<file path="src/rtl/serial_word_feeder.sv">
// Serialises parallel words onto a single-bit line with valid/ready intake and gap-free framing.
// Optional even-parity trailer bit is enabled by defining SERIAL_WORD_FEEDER_PARITY_EN.
module serial_word_feeder #(
    parameter int unsigned WIDTH     = 8,
    parameter bit          MSB_FIRST = 1'b1
) (
    input  logic             clk,
    input  logic             rst_n,
    input  logic [WIDTH-1:0] din,
    input  logic             din_valid,
    output logic             din_ready,
    output logic             x,
    output logic             x_valid,
    output logic             busy,
    output logic             frame_done
);

`ifdef SERIAL_WORD_FEEDER_PARITY_EN
    localparam int unsigned FRAME_LEN = WIDTH + 1;
`else
    localparam int unsigned FRAME_LEN = WIDTH;
`endif
    localparam int unsigned CW = $clog2(WIDTH + 1);

    localparam logic [0:0] ST_IDLE  = 1'b0;
    localparam logic [0:0] ST_SHIFT = 1'b1;

    logic [0:0]       state_q, state_d;
    logic [WIDTH-1:0] shreg_q, shreg_d;
    logic [CW-1:0]    cnt_q, cnt_d;
    logic             x_q, x_d;
    logic             last_bit;
    logic             xfer;
`ifdef SERIAL_WORD_FEEDER_PARITY_EN
    logic             parity_q, parity_d;
`endif

    function automatic logic first_bit(input logic [WIDTH-1:0] w);
        return MSB_FIRST ? w[WIDTH-1] : w[0];
    endfunction

    // Advance so the next bit to send sits at the extraction end.
    function automatic logic [WIDTH-1:0] shifted(input logic [WIDTH-1:0] w);
        return MSB_FIRST ? {w[WIDTH-2:0], 1'b0} : {1'b0, w[WIDTH-1:1]};
    endfunction

    always_comb begin
        last_bit  = (state_q == ST_SHIFT) && (cnt_q == '0);
        din_ready = (state_q == ST_IDLE) || last_bit;
        xfer      = din_valid && din_ready;

        state_d = state_q;
        shreg_d = shreg_q;
        cnt_d   = cnt_q;
        x_d     = x_q;
`ifdef SERIAL_WORD_FEEDER_PARITY_EN
        parity_d = parity_q;
`endif

        if (xfer) begin
            state_d = ST_SHIFT;
            x_d     = first_bit(din);
            shreg_d = shifted(din);
            cnt_d   = CW'(FRAME_LEN - 1);
`ifdef SERIAL_WORD_FEEDER_PARITY_EN
            parity_d = ^din;
`endif
        end else if (state_q == ST_SHIFT) begin
            if (last_bit) begin
                state_d = ST_IDLE;
                x_d     = 1'b0;
                shreg_d = '0;
            end else begin
                cnt_d   = cnt_q - CW'(1);
                shreg_d = shifted(shreg_q);
                x_d     = first_bit(shreg_q);
`ifdef SERIAL_WORD_FEEDER_PARITY_EN
                // Data exhausted: trailer bit goes out as the final frame bit.
                if (cnt_q == CW'(1)) begin
                    x_d = parity_q;
                end
`endif
            end
        end
    end

    always_ff @(posedge clk or negedge rst_n) begin
        if (!rst_n) begin
            state_q <= ST_IDLE;
            shreg_q <= '0;
            cnt_q   <= '0;
            x_q     <= 1'b0;
`ifdef SERIAL_WORD_FEEDER_PARITY_EN
            parity_q <= 1'b0;
`endif
        end else begin
            state_q <= state_d;
            shreg_q <= shreg_d;
            cnt_q   <= cnt_d;
            x_q     <= x_d;
`ifdef SERIAL_WORD_FEEDER_PARITY_EN
            parity_q <= parity_d;
`endif
        end
    end

    assign x          = x_q;
    assign x_valid    = (state_q == ST_SHIFT);
    assign busy       = (state_q == ST_SHIFT);
    assign frame_done = last_bit;

endmodule
</file>
<file path="config.mk">
export PLATFORM = sky130hd
export DESIGN_NAME = serial_word_feeder
export DESIGN_NICKNAME = d
export VERILOG_FILES = /design/src/rtl/serial_word_feeder.sv
export SDC_FILE = /design/constraint.sdc
export NUM_CORES = 1
export LEC_CHECK = 0
export CORE_MARGIN = 3
export CORE_UTILIZATION = 45
export DETAILED_ROUTE_END_ITERATION = 10
export PLACE_DENSITY = 0.73
export SETUP_SLACK_MARGIN = 0.1
export SYNTH_ARGS = -nofsm -noshare
export SYNTH_HDL_FRONTEND = slang
export SYNTH_SLANG_ARGS = --single-unit
</file>
<file path="constraint.sdc">
create_clock -name clk -period 2.3 [get_ports clk]
set_clock_uncertainty 0.05 [all_clocks]
set_input_delay 0.46 -clock clk [delete_from_list [all_inputs] [get_ports clk]]
set_output_delay 0.46 -clock clk [all_outputs]
set_load 0.03 [all_outputs]
</file>
Word-level counts from Yosys, hierarchy flattened --
Cells that the tools add are included.
Cells by class: equal/unequal tests 1, reduce and logical (&&, ||, !) cells 6, add/subtract/negate cells 1, muxes and demuxes 12, bitwise operators 1
Operators with widths (number):
- $mux W8 | 3
- $mux W4 | 3
- $mux W1 | 6
- $logic_not A4 Y1 | 1
- $sub A4 B1 Y4 const B | 1
- $logic_and A1 B1 Y1 | 2
- $ne A2 B1 Y1 const B | 1
- $reduce_and A2 Y1 | 1
- $reduce_bool A2 Y1 | 1
- $logic_or A1 B1 Y1 | 1
- $not A1 Y1 | 1
Storage, ports and cells: bits of input ports 11, word-level logic and storage cells 25, register bits 14, output and inout bits 5

Logic depth before layout (Yosys ltp) --
depth in word-level cells 6, depth in mapped cells 7, gate-level depth less buffers 6

Worst setup path before layout --
No wires, ideal clock.
path kind reg2out, start register cnt_q[0], end output port din_ready, path slack 252 ps, data required time 1790 ps, buffers on the path 1, stages on the path, launching flop included 7, arrival 1538 ps, path through dfrtp_1 -> inv_1 -> ha_1 -> or3b_4 -> and2_4 -> buf_6 -> inv_1
On the way: cells in the longest elaborated chain, start to end 3
Ends and longest elaborated chain:
- start: declaration | RTL line 30 | logic [CW-1:0] cnt_q, cnt_d;
- start signal: assignment | RTL line 99 | cnt_q <= cnt_d;
- $logic_not A4 Y1 | RTL line 48 | last_bit = (state_q == ST_SHIFT) && (cnt_q == '0);
- $logic_and A1 B1 Y1 | RTL line 48
- $logic_or A1 B1 Y1 | RTL line 49 | din_ready = (state_q == ST_IDLE) || last_bit;
- end: declaration | RTL line 11 | output logic din_ready,
No other way between the ends.

Worst setup path in the final report --
Same ends and word-level chain as after synthesis.

==> results.json <==
{
  "status": "completed",
  "worstHoldPathType": "reg2reg",
  "first_global_vias": 480,
  "drt_iter0_drc": 26,
  "grt-busiest-layer": "met2",
  "cts_num_sinks": 13,
  "finalSetupViolCount": 0,
  "min_period_ns": 2.16,
  "rsz0062_at_grt": "no",
  "worstHoldStart": "shreg_q[3]",
  "power_density_mw_per_mm2": 1250,
  "gp_congestion": 0.754,
  "area_growth_pct": 41.5,
  "pre_cts_slack_ns": 0.212,
  "end_kind": "output pin",
  "drt_wl_total_mm": 1.39,
  "tightest_slew_ns": 0.577,
  "path_cells": "inv_2, ha_4, or3b_4, and2_4, inv_4, buf_6",
  "hold-path-cell-count": 1,
  "critPathCapture": "din_ready",
  "die_area_mm2": 0.00185,
  "ff2ff_path_depth": 7,
  "max_stage_delay_ns": 0.40,
  "synth_top_area_share_pct": 52.6,
  "synth_ff_type": "dfrtp_1",
  "die_w_um": 43.1,
  "diodes": 0,
  "synth_edf_count": 0,
  "crit_required_ns": 1.79,
  "drv_cap": 0,
  "hold_viol": 0,
  "synthTopCellsByCount": "13 x dfrtp_1, 7 x a221o_1, 7 x and2_1",
  "async_flop_share_pct": 100,
  "p_leak_nw": 0.420,
  "antenna_found_initial": 0,
  "grt.overflow.total": 0,
  "dr_total_vias": 517,
  "numCtsBuffers": 3,
  "die_h_um": 43.1,
  "firstDrtPassIters": 4,
  "start_util_pct": 51.5,
  "cts_hold_buffers": 0,
  "clkSlewWorstSetupHoldPaths_ns": 0.08,
  "core_mm2": 0.00120,
  "ys_types": 21,
  "slew_headroom_pct": 61.4,
  "whs_ns": 0.449,
  "fillCellCount": 93,
  "seq_area_frac_synth_pct": 52.6,
  "fmax_mhz": 463,
  "syn_inst": 54,
  "clockRootBuffer": "clkbuf_4",
  "cp_data_arrival_time_ns": 1.65,
  "synth_nets": 66,
  "port_buffers": 15,
  "yosys_register_bits": 13,
  "cts_tree": "yes",
  "cts_buffer_depth": 2,
  "yosys_warnings": 0,
  "finalCritPeriodShare_pct": 93.8,
  "hpwl_um": 895,
  "syn_area_per_cell_um2": 11.4,
  "grt_pass1_wl_mm": 2.13,
  "crit_fanout": 4,
  "drc": 0,
  "avgViaCountPerCell": 5.50,
  "r2r_end": "shreg_q[2]",
  "wl_per_cell_um": 14.8,
  "worstSkewPairLatency_ns": 0.27,
  "ios": 16,
  "rows": 12,
  "h-tree-depth": 1,
  "grt_util_met1_pct": 19.5,
  "grt_start_max_net_pins": 14,
  "synth_most_common_cell": "dfrtp_1",
  "seqCellArea_um2": 325,
  "crit_path_start": "cnt_q[0]",
  "syn-cell-area_um2": 618,
  "use_met3_pct": 7.63,
  "grt_use_total_pct": 15.6,
  "layout.nets": 93,
  "antenna_left": 0,
  "ir_worst_vdd_mv": 0.859,
  "reg2reg_from": "cnt_q[0]",
  "critical_path_class": "reg2out",
  "slew_viol_final": 0,
  "synth_area_leaders": "dfrtp_1 53%, a221o_1 11%, and2_1 7.1%, mux2i_1 3.2%, inv_1 3.0%",
  "multiInputGateArea_um2": 268,
  "worst_slack_ns": 0.142,
  "startpoint_type": "flop",
  "critPathSlowestCell": "dfrtp_1",
  "setup-tns-final_ns": 0,
  "yosysTopAreaCell": "dfrtp_1",
  "drive_gt1_share_pct": 25.0,
  "globalRouteMet2Util_pct": 25.1,
  "r2r_slack_ns": 0.30
}
==> power by group <==
part / internal [W] / switching, W
combinational: 0.000304 / 0.000265
clock: 0.0000671 / 0.0000689
sequential: 0.000317 / 0.0000664
==> worst min-delay path by stage <==
stage | slack [ns] | end
2_1_floorplan | 0.11 | busy
3_3_place_gp | 0.43 | shreg_q[4]
3_5_place_dp | 0.44 | shreg_q[4]
4_1_cts | 0.45 | shreg_q[4]
5_1_grt | 0.47 | shreg_q[4]
6_report | 0.45 | shreg_q[4]
==> cell usage in the layout (no fill, tap or decap), types with 2 or more instances in the layout <==
cell	netlist	routed
mux2i_1	2	2
o21ai_0	2	2
inv_2	0	2
nor2_1	4	4
inv_1	5	2
clkbuf_4	0	3
dfrtp_1	13	13
clkdlybuf4s50_1	0	13
and2_1	7	7
buf_4	1	10
a221o_1	7	7
==> state kept, by name, indices dropped and copies added (netlist names) <==
name / count
shreg_q: 7
x: 1
cnt_q: 4
busy: 1
==> area by class of cell <==
type	instances	share of cell area, %
sequential	13	37.2
multi-input combinational	34	30.6
timing repair buffer	24	24.7
clock buffer	4	3.00
inverter	5	2.43
tap	14	2.00
==> critical path, delay by kind of cell (launching register included) <==
kind / cells / cell delay (ns)
buffers and inverters: 3 / 0.25
flip-flops: 1 / 0.40
AND/OR/NAND/NOR: 2 / 0.59
adder cells (fa/ha/maj): 1 / 0.14
==> timing repair <==
item,4_1_cts,5_1_grt
setup endpoints to repair,1,1
resized for setup,5,2
buffers inserted,3,4
pin swaps,1,1
==> metrics by stage <==
stage | cell area (um^2) | total power (W) | cells | utilization (%)
floorplan | 618 | 0.000689 | 54 | -
global placement | 777 | 0.000800 | 83 | 64.7
detailed placement | 777 | 0.000812 | 83 | 64.7
CTS | 842 | 0.00102 | 90 | 70.1
global route | 875 | 0.00116 | 94 | 72.8
finish | 875 | 0.00109 | 94 | 72.8
==> cells by family after synthesis <==
kind of cell,after synthesis,synth area share (%)
mux,2,3.24
fa+ha+maj,1,2.02
compound gates,15,20.9
simple gates,16,15.2
buf+inv,7,6.07
flops,13,52.6
==> routing by layer <==
layer	vias to the layer above	routed length (um)
li1	246	-
met1	248	592
met2	23	701
met3	0	96
met4	0	0
met5	-	0
(Power assumes the default switching activity.)
